## src/rtl/frac_pkg.sv

```systemverilog
// Shared constants and stream-FSM state type for the fractional search front end.
package frac_pkg;

  localparam int ROWS     = 8;              // rows per block
  localparam int LINE_W   = 64;             // 8 pixels x 8 bits per row
  localparam int ORG_W    = 48;             // trimmed original row: pixels 1..6
  localparam int ORG_LO   = 8;              // lowest kept bit of an original row
  localparam int ORG_ROWS = ROWS - 2;       // original rows 1..6 are kept
  localparam int ROW_W    = $clog2(ROWS);
  localparam int MV_W     = 3;

  localparam logic [ROW_W-1:0] LAST_ROW = ROW_W'(ROWS - 1);

  typedef enum logic [1:0] {
    S_IDLE,
    S_BURST,
    S_W1,
    S_W2
  } state_e;

endpackage

```

## src/rtl/feeder_bank.sv

```systemverilog
// One ping-pong bank: 8 current rows plus original rows 1..6, written one row
// at a time and read combinationally by row index.
module feeder_bank
  import frac_pkg::*;
(
  input  logic              clk,
  input  logic              wr_en,
  input  logic [ROW_W-1:0]  wr_row,
  input  logic [LINE_W-1:0] wr_cur,
  input  logic [ORG_W-1:0]  wr_org,
  input  logic              wr_org_en,
  input  logic [ROW_W-1:0]  rd_row,
  input  logic [ROW_W-1:0]  rd_org_row,
  output logic [LINE_W-1:0] rd_cur,
  output logic [ORG_W-1:0]  rd_org
);

  logic [LINE_W-1:0] cur_mem [ROWS];
  logic [ORG_W-1:0]  org_mem [ORG_ROWS];

  // Original row k (1..6) lives at slot k-1.
  logic [ROW_W-1:0] wr_org_idx;
  logic [ROW_W-1:0] rd_org_idx;

  assign wr_org_idx = wr_row - 1'b1;
  assign rd_org_idx = rd_org_row - 1'b1;

  // Row write port.
  // NOTE: storage has no reset; a bank is only read after its full flag says all rows were written.
  always_ff @(posedge clk) begin
    if (wr_en) begin
      cur_mem[wr_row] <= wr_cur;
      if (wr_org_en) begin
        org_mem[wr_org_idx] <= wr_org;
      end
    end
  end

  assign rd_cur = cur_mem[rd_row];
  assign rd_org = (rd_org_idx < ROW_W'(ORG_ROWS)) ? org_mem[rd_org_idx] : '0;

endmodule

```

## src/rtl/frac_feeder.sv

```systemverilog
// Ping-pong row buffer in front of frac_search: collects 8x8 current/original
// block pairs with arbitrary bubbles and replays each as a gap-free 8-beat
// burst with a one-row original lag, then captures the resulting motion vector.
module frac_feeder
  import frac_pkg::*;
(
  input  logic              clk,
  input  logic              reset,
  input  logic              in_valid,
  output logic              in_ready,
  input  logic [LINE_W-1:0] in_cur,
  input  logic [LINE_W-1:0] in_org,
  output logic              fs_ready,
  output logic [LINE_W-1:0] fs_cur_pix,
  output logic [ORG_W-1:0]  fs_org_pix,
  input  logic [MV_W-1:0]   fs_mvx,
  input  logic [MV_W-1:0]   fs_mvy,
  output logic              res_valid,
  output logic [MV_W-1:0]   res_mvx,
  output logic [MV_W-1:0]   res_mvy
);

  // ---------------- write side ----------------
  logic [1:0]       full;
  logic             wr_bank;
  logic [ROW_W-1:0] wr_row;
  logic             xfer;
  logic             wr_last;
  logic             org_en;

  // ---------------- stream side ----------------
  state_e           state, state_n;
  logic             rd_bank;
  logic [ROW_W-1:0] rd_row, rd_row_n;
  logic [ROW_W-1:0] rd_org_row;
  logic             clr_full;
  logic             beat_n;
  logic             res_take;
  logic [LINE_W-1:0] cur_n;
  logic [ORG_W-1:0]  org_n;

  logic [LINE_W-1:0] bank_cur [2];
  logic [ORG_W-1:0]  bank_org [2];

  // Original pixels 0 and 7 never reach frac_search.
  logic unused_org;
  assign unused_org = ^{in_org[LINE_W-1:ORG_LO+ORG_W], in_org[ORG_LO-1:0]};

  assign in_ready = !full[wr_bank];
  assign xfer     = in_valid && in_ready;
  assign wr_last  = xfer && (wr_row == LAST_ROW);
  assign org_en   = (wr_row != '0) && (wr_row != LAST_ROW);

  for (genvar b = 0; b < 2; b++) begin : g_bank
    feeder_bank u_bank (
      .clk        (clk),
      .wr_en      (xfer && (wr_bank == 1'(b))),
      .wr_row     (wr_row),
      .wr_cur     (in_cur),
      .wr_org     (in_org[ORG_LO +: ORG_W]),
      .wr_org_en  (org_en),
      .rd_row     (rd_row_n),
      .rd_org_row (rd_org_row),
      .rd_cur     (bank_cur[b]),
      .rd_org     (bank_org[b])
    );
  end

  // Write pointer and full flags; a set and a clear of different banks in one cycle both apply.
  // NOTE: sequential state uses non-blocking assignments so every flop samples pre-edge values.
  always_ff @(posedge clk or posedge reset) begin
    if (reset) begin
      wr_row  <= '0;
      wr_bank <= 1'b0;
      full    <= '0;
    end else begin
      if (xfer) begin
        if (wr_last) begin
          wr_row  <= '0;
          wr_bank <= ~wr_bank;
        end else begin
          wr_row <= wr_row + 1'b1;
        end
      end
      if (clr_full) begin
        full[rd_bank] <= 1'b0;
      end
      if (wr_last) begin
        full[wr_bank] <= 1'b1;
      end
    end
  end

  // Next state, next read row and the values the output registers load.
  // NOTE: every signal gets a default first so no path leaves one unassigned and infers a latch.
  always_comb begin
    state_n  = state;
    rd_row_n = rd_row;
    clr_full = 1'b0;
    beat_n   = 1'b0;
    res_take = 1'b0;
    case (state)
      S_IDLE: begin
        if (full[rd_bank]) begin
          state_n  = S_BURST;
          rd_row_n = '0;
          beat_n   = 1'b1;
        end
      end
      S_BURST: begin
        if (rd_row == LAST_ROW) begin
          state_n  = S_W1;
          clr_full = 1'b1;
        end else begin
          rd_row_n = rd_row + 1'b1;
          beat_n   = 1'b1;
        end
      end
      S_W1: begin
        state_n = S_W2;
      end
      S_W2: begin
        state_n  = S_IDLE;
        res_take = 1'b1;
      end
      default: begin
        state_n = S_IDLE;
      end
    endcase

    // Beat k carries original row k-1; beats 0 and 1 have no original row.
    rd_org_row = rd_row_n - 1'b1;
    cur_n      = beat_n ? bank_cur[rd_bank] : '0;
    org_n      = (beat_n && (rd_row_n >= ROW_W'(2))) ? bank_org[rd_bank] : '0;
  end

  // Stream FSM register plus registered frac_search and result outputs.
  always_ff @(posedge clk or posedge reset) begin
    if (reset) begin
      state      <= S_IDLE;
      rd_row     <= '0;
      rd_bank    <= 1'b0;
      fs_ready   <= 1'b0;
      fs_cur_pix <= '0;
      fs_org_pix <= '0;
      res_valid  <= 1'b0;
      res_mvx    <= '0;
      res_mvy    <= '0;
    end else begin
      state      <= state_n;
      rd_row     <= rd_row_n;
      fs_ready   <= beat_n;
      fs_cur_pix <= cur_n;
      fs_org_pix <= org_n;
      res_valid  <= res_take;
      if (clr_full) begin
        rd_bank <= ~rd_bank;
      end
      if (res_take) begin
        res_mvx <= fs_mvx;
        res_mvy <= fs_mvy;
      end
    end
  end

endmodule

```

## config.mk

```make
export PLATFORM = sky130hd
export DESIGN_NAME = frac_feeder
export DESIGN_NICKNAME = d
export VERILOG_FILES = /design/src/rtl/frac_pkg.sv /design/src/rtl/feeder_bank.sv /design/src/rtl/frac_feeder.sv
export SDC_FILE = /design/constraint.sdc
export NUM_CORES = 2
export LEC_CHECK = 0
export CORE_MARGIN = 2
export CORE_UTILIZATION = 50
export DETAILED_ROUTE_END_ITERATION = 16
export GPL_ROUTABILITY_DRIVEN = 0
export PLACE_DENSITY = 0.68
export REMOVE_ABC_BUFFERS = 1
export SETUP_SLACK_MARGIN = 0.15
export SYNTH_ARGS = -nofsm -noshare
export SYNTH_HDL_FRONTEND = slang
export SYNTH_SLANG_ARGS = --single-unit
```

## constraint.sdc

```tcl
create_clock -name clk -period 8.76 [get_ports clk]
set_input_delay 1.752 -clock clk [delete_from_list [all_inputs] [get_ports clk]]
set_output_delay 1.752 -clock clk [all_outputs]
set_load 0.01 [all_outputs]
```

==> After elaboration in Yosys (flattened, before gate mapping) <==
Memory sizes are Yosys's and may differ from the RTL's.
Cells that the tools add are included.
{ "word_totals": {"out_inout_bits": 121, "wordCells": 97, "latch_bits": 0, "rom_bits": 0, "inputBits": 137, "memories": 4, "ff_bits": 132, "mem_bits_rw": 1600} }
{ "mem_list": {"columns": ["name", "words", "word_bits", "read_ports", "rd_ports_with_merged_regs", "write_ports", "line", "rtl"], "rows": [
  ["g_bank[0].u_bank.cur_mem", 8, 64, 1, 0, 1, "feeder_bank.sv:18", "logic [LINE_W-1:0] cur_mem [ROWS];"],
  ["g_bank[1].u_bank.cur_mem", 8, 64, 1, 0, 1, "feeder_bank.sv:18", null],
  ["g_bank[0].u_bank.org_mem", 6, 48, 1, 0, 1, "feeder_bank.sv:19", "logic [ORG_W-1:0] org_mem [ORG_ROWS];"],
  ["g_bank[1].u_bank.org_mem", 6, 48, 1, 0, 1, "feeder_bank.sv:19", null]
]} }
{ "classes": {"mux": 42, "n_bitwise": 6, "div": 0, "n_eq_ne": 8, "shifts": 0, "n_reduce_logical": 13, "addsub": 5, "n_lt_le_gt_ge": 7, "multipliers": 0} }
{ "op_table": {"columns": ["operator", "n"], "rows": [
  ["$mux W48", 6],
  ["$mux W64", 4],
  ["$mux W1", 20],
  ["$mux W3", 3],
  ["$sub A3 B1 Y3 const B", 3],
  ["$logic_and A1 B1 Y1", 8],
  ["$mux W2", 4],
  ["$pmux W2 S4", 1],
  ["$add A3 B1 Y3 const B", 2],
  ["$eq A3 B3 Y1 const B", 2],
  ["$pmux W3 S2", 1],
  ["$eq A2 B2 Y1 const B", 2],
  ["$lt A1 B2 Y1 const B", 2],
  ["$ne A2 B2 Y1 const B", 2],
  ["$reduce_and A2 Y1", 2],
  ["$ge A3 B2 Y1 const B", 1],
  ["$lt A3 B3 Y1 const B", 1],
  ["$ne A3 B3 Y1 const B", 1],
  ["$reduce_bool A3 Y1", 1],
  ["$and A2 B2 Y2", 1],
  ["$demux W1 S1", 2],
  ["$eq A2 B1 Y1 const B", 1],
  ["$ge A1 B1 Y1 const B", 2],
  ["$ge A2 B2 Y1 const B", 1],
  ["other kinds (7)", 8]
]} }

==> Logic depth before layout (Yosys ltp) <==
{ "depth": {"ltp_word": 12, "depth_mapped": 18, "mapped_depth_nobuf": 12} }

==> By module <==
Synthesis repeated with hierarchy kept, for this count alone.
{ "hier_totals": {"hier_cells": 3081, "area_unflattened_um2": 66394.9} }
{ "modules_own_cells": {"columns": ["module", "cells_each", "area_per_inst_um2", "instances", "seq_area_each_um2"], "rows": [
  ["feeder_bank (g_bank[1].u_bank)", 1339, 30367.9, 1, 24023.0],
  ["feeder_bank (g_bank[0].u_bank)", 1284, 30330.3, 1, 24023.0],
  ["frac_feeder", 458, 5696.7, 1, 3303.2]
]} }

==> Least setup slack after synthesis <==
Ideal clock, no wire load.
{ "synth_path": {"kind": "input-to-reg", "from": "input in_valid", "to": "memory g_bank[0].u_bank.org_mem[3][0] (enable)", "arrival_ns": 6.648, "required_time_ns": 8.188, "path_buffers": 0, "setup_time_ns": 0.572, "slack_ns": 1.540, "path_stages": 3, "cell_sequence": "and2_1 > nand2_1 > nor4_1"} }
{ "synth_via": {"elab_chain_len": 4} }
{ "synth_rtl": {"columns": ["item", "line", "rtl"], "rows": [
  ["start: declaration", "frac_feeder.sv:9", "input logic in_valid,"],
  ["$logic_and A1 B1 Y1", "frac_feeder.sv:50", "assign xfer = in_valid && in_ready;"],
  ["$logic_and A1 B1 Y1", "frac_feeder.sv:57", ".wr_en (xfer && (wr_bank == 1'(b))),"],
  ["$mux W1", "feeder_bank.sv:31", "if (wr_en) begin"],
  ["$mux W1 (implied by the code)", "feeder_bank.sv:34", "org_mem[wr_org_idx] <= wr_org;"],
  ["end: declaration", "feeder_bank.sv:19", null]
]} }
No other way between the ends.

==> Worst setup path after layout <==
{ "layout_path": {"from": "register state[1]", "to": "register fs_cur_pix[26]"} }
{ "layout_via": {"elab_chain_len": 7, "word_cells_on_any_way": 10, "classes_between": "eq/ne (1); mux (6); reduce/logical (1); memory (2)"} }
{ "layout_rtl": {"columns": ["item", "line", "rtl"], "rows": [
  ["start: declaration", "frac_feeder.sv:32", "state_e state, state_n;"],
  ["start signal: assignment", "frac_feeder.sv:150", "state <= state_n;"],
  ["$eq A2 B1 Y1 or $logic_not A2 Y1 (tied branches)", "frac_feeder.sv:102", "case (state)"],
  ["$pmux W3 S2", "frac_feeder.sv:102", null],
  ["$mem_v2 Z8 W64", null, null],
  ["$mux W64 (implied by the code) (3 in a row)", "frac_feeder.sv:133", "cur_n = beat_n ? bank_cur[rd_bank] : '0;"],
  ["$mux W64 *", "frac_feeder.sv:133", null],
  ["named net cur_n[26]", "frac_feeder.sv:39", "logic [LINE_W-1:0] cur_n;"],
  ["end signal: assignment", "frac_feeder.sv:153", "fs_cur_pix <= cur_n;"],
  ["end: declaration", "frac_feeder.sv:14", "output logic [LINE_W-1:0] fs_cur_pix,"]
]} }
The timed path passes the listed nets; every way through them passes the cells marked *. The select of a mux whose other input is x is not followed.
A chain may end at the register's enable or synchronous reset.

==> PnR_summary.wiki <==
{| class="wikitable"
! Metric !! Value
|-
| Cell count after placement || about 5200
|-
| Post-synth EDFFs || 1600
|-
| Standard-cell rows || around 130
|-
| Achievable clock frequency || 186 MHz
|-
| Syn. warnings || 0
|-
| Reg2Reg Setup Slack || 3.38 ns
|-
| H-tree level count || 4
|-
| Area of the multi-input gates || 0.0133 mm2
|-
| Met2 wire length || 76400 um
|-
| RSZ-0062 raised after global routing || false
|-
| CP arrival || about 6 ns
|-
| Max FO, Critical Path || 55
|-
| Pins Over Slew Limit || 0
|-
| Dominant register cell in the synthesized netlist || edfxtp_1
|-
| Number of DRC violations after detailed routing || 0
|-
| Fill count || around 9500
|-
| I/O Pins || 258
|-
| Final setup fails || 0
|-
| Critical-path cell with the highest stage delay || buf_4
|-
| Netlist Area Pre-Place || 0.0652 mm2
|-
| Cell-by-cell trace of the critical path || inv_1 > ha_1 > a21boi_1 > nand2_2 > buf_4 > nand2_4 > buf_4 > buf_4 > mux4_2 > a22oi_1 > nand3_1
|-
| Cell chosen for the clock root || clkbuf_16
|-
| Mean area per synthesized cell || just under 20 um2
|-
| Commonest cells in the synthesized netlist || edfxtp_1 (1600), mux4_2 (240), nand3_1 (212)
|-
| Deepest clock path buffer count || 3
|-
| Power per Cell Area || 358 mW/mm2
|-
| Width of the die || 365 um
|-
| Via count of the first global-routing pass || roughly 34000
|-
| Starting utilization of the core area || 0.504
|-
| Wire per inst || 28.1 um
|-
| Reg clk slew, reported paths || 0.06 ns
|-
| Worst-margin pin slew || 1.18 ns
|-
| Clock buffers created by TritonCTS || 173
|-
| Proportion of synthesized flip-flops having asynchronous set or reset || 0.0762
|-
| Clock group share of total power || 0.267
|-
| #FFs+latches synth || 1732
|-
| Max rail drop VDD || 0.613 mV
|-
| Worst setup path class || reg2reg
|-
| Height of the die || 365 um
|-
| Ratio of final minimum period to clock period || 0.614
|-
| Reg-to-reg critical path startpoint || state[1]
|-
| Static leakage power || 24.4 nW
|-
| Internal portion of total power || 18.0 mW
|-
| Switching Power || 9.04 mW
|-
| Number of buffer cells added on primary ports || 241
|-
| Most frequent cell on the critical path || buf_4
|-
| Total count of hold-check failures in the final report || 0
|-
| Hold path startpoint || res_mvy[1]
|-
| Cells after synthesis || 3341
|-
| Vias || 33500
|-
| Worst Setup End Kind || flip-flop
|-
| Num Clock Sinks || 1732
|-
| Max cap viols || 0
|-
| Antenna violations before repair || 20
|-
| Global-route wire length before repair || 226000 um
|-
| Number of stages on the worst hold path || 1
|-
| Dominant cells by area after synthesis || edfxtp_1 (74%), mux4_2 (8.3%), dfrtp_1 (5.1%)
|-
| Post-cts sizing count || 0
|-
| CTS hold repair buffers || 0
|-
| Terminus of the critical flop-to-flop path || fs_cur_pix[26]
|-
| Crit-path leading delay family || buffers and inverters
|-
| Initial DRC Count || between 3000 and 4000
|-
| CTS tree || yes
|-
| Max_slew headroom || 0.210
|-
| Min cycle time layout || ~5.4 ns
|-
| Class of the most critical hold timing path || reg2reg
|-
| Worst setup SP type || flip-flop
|-
| Yosys top cell area share || 0.736
|-
| Proportion of total power due to net switching || 0.335
|-
| Post-route non-filler standard cell count || ~5500
|-
| Depth of the worst register-to-register path || 11
|-
| DIE AREA || around 0.13 mm2
|-
| Area leader, netlist || edfxtp_1
|-
| Sequential fraction of design power || 0.375
|-
| Total Routing Usage GR || 0.233
|-
| Combinational power share || 0.357
|-
| Total length of routed met3 wires || 13300 um
|-
| Wire length reported by the detailed router || ~150000 um
|-
| Area taken by flip-flops and latches || just over 0.05 mm2
|-
| Worst Skew || 0.0425 ns
|-
| Most common cell in the synthesized netlist || edfxtp_1
|-
| Overall power of the completed layout || 27.0 mW
|-
| Drt pass-1 iters || 6
|-
| Clock latency reported for the late side of the worst-skew pair || 0.83 ns
|-
| DR top layer || met5
|-
| Area of the placeable core || 0.129 mm2
|-
| Largest net degree at the start of global routing || about 130
|-
| CP startpoint || state[1]
|-
| Post-DRT Antenna Nets || 0
|-
| Number of unique standard cell types used by synthesis || 51
|-
| Gr ovfl total || 0
|-
| Worst-case hold path end point || res_mvy[1]
|-
| Met1 Routed Length || 61900 um
|-
| Vias per cell || 6.08
|-
| Setup repair bufs after CTS || 0
|-
| Max incr delay on CP || 0.84 ns
|-
| Result of the run || completed
|-
| Required time at the worst-slack endpoint || 9.39 ns
|-
| Total buffers and inverters traversed by the critical path || 4
|-
| Part of the Yosys area used for sequential elements || 0.787
|-
| Final layout net count || around 3800
|-
| Post-synthesis to final-layout area growth || 15.6%
|-
| Layout cell share with drive strength beyond 1 || 0.182
|-
| Post-DP HPWL || 73200 um
|}
==> power groups by stage <==
stage	registers (mW)	logic (mW)	clock network, mW
finish	10.1	9.65	7.22
floorplan	10.4	6.51	0
detailed placement	10.3	9.72	0
global placement	10.3	9.63	0
global route	10.2	10.4	7.66
CTS	10.1	9.75	7.32
==> worst max path at each step <==
| stage | end | depth (start not counted) |
|---|---|---|
| final | fs_cur_pix[26] | 11 |
| after global routing | fs_cur_pix[26] | 11 |
| after CTS | fs_cur_pix[26] | 11 |
| after detailed placement | fs_cur_pix[26] | 11 |
| after global placement | fs_cur_pix[26] | 11 |
| after floorplan | fs_cur_pix[10] | 6 |
==> cell type report <==
type,instances,area share
Tap cell,1742,0.0289
Multi-Input combinational cell,1389,0.176
Timing Repair Buffer,311,0.0395
Antenna cell,3,0.0000996
Clock inverter,66,0.00974
Clock buffer,253,0.0642
Sequential cell,1732,0.681
Inverter,10,0.000697
==> through the flow <==
step / hold WS (ns) / TNS, ns / worst slack, ns / cell area (um2) / util
after floorplan: 0.528 / -701.24 / -7.56 / 64300 / -
after global placement: 0.489 / 0 / 3.44 / 69800 / 0.539
after detailed placement: 0.498 / 0 / 3.39 / 69800 / 0.539
after CTS: 0.511 / 0 / 3.35 / 75400 / 0.582
after global routing: 0.528 / 0 / 3.09 / 75400 / 0.582
final: 0.507 / 0 / 3.38 / 75400 / 0.582
==> cell families after synthesis <==
| kind of cell | synth area share |
|---|---|
| fa+ha+maj | 0.00211 |
| flops | 0.787 |
| xor+xnor | 0.000537 |
| mux | 0.113 |
| compound gates | 0.0536 |
| simple gates | 0.0293 |
| buf+inv | 0.0142 |
==> routing by layer <==
layer	track usage	up-vias
met5	0	-
met4	0.0587	34
met3	0.0572	221
met2	0.382	1324
met1	0.317	17700
li1	-	14200
==> sequential cells by signal, summed over array words and instances (netlist names) <==
name,cells
rd_row,3
res_mvy,3
state,2
wr_row,3
rd_bank,1
fs_org_pix,48
res_valid,1
wr_bank,1
g_bank.u_bank.cur_mem,1024
res_mvx,3
full,2
fs_cur_pix,64
fs_ready,1
g_bank.u_bank.org_mem,576
==> placed cells by master, fill, tap and decap left out, types with 4 or more instances in the layout <==
cell,n
edfxtp_1,1600
clkdlybuf4s50_1,241
mux4_2,240
nand3_1,212
clkbuf_16,174
a21oi_1,146
dfrtp_1,131
mux2i_1,124
o21ai_0,122
a2bb2oi_1,104
nand2_1,89
buf_4,67
mux2_2,65
a22oi_1,64
clkbuf_1,60
nor3_1,48
o22ai_1,34
o21ai_1,29
clkbuf_8,19
clkinv_2,19
nor2_4,17
clkinv_1,15
o22ai_2,14
nor3_2,12
ha_1,11
inv_1,8
o22a_1,8
inv_6,8
bufinv_16,8
clkinvlp_4,5
clkinv_16,5
nand2_2,4
clkinv_8,4
Power figures use the tool's default switching activity.
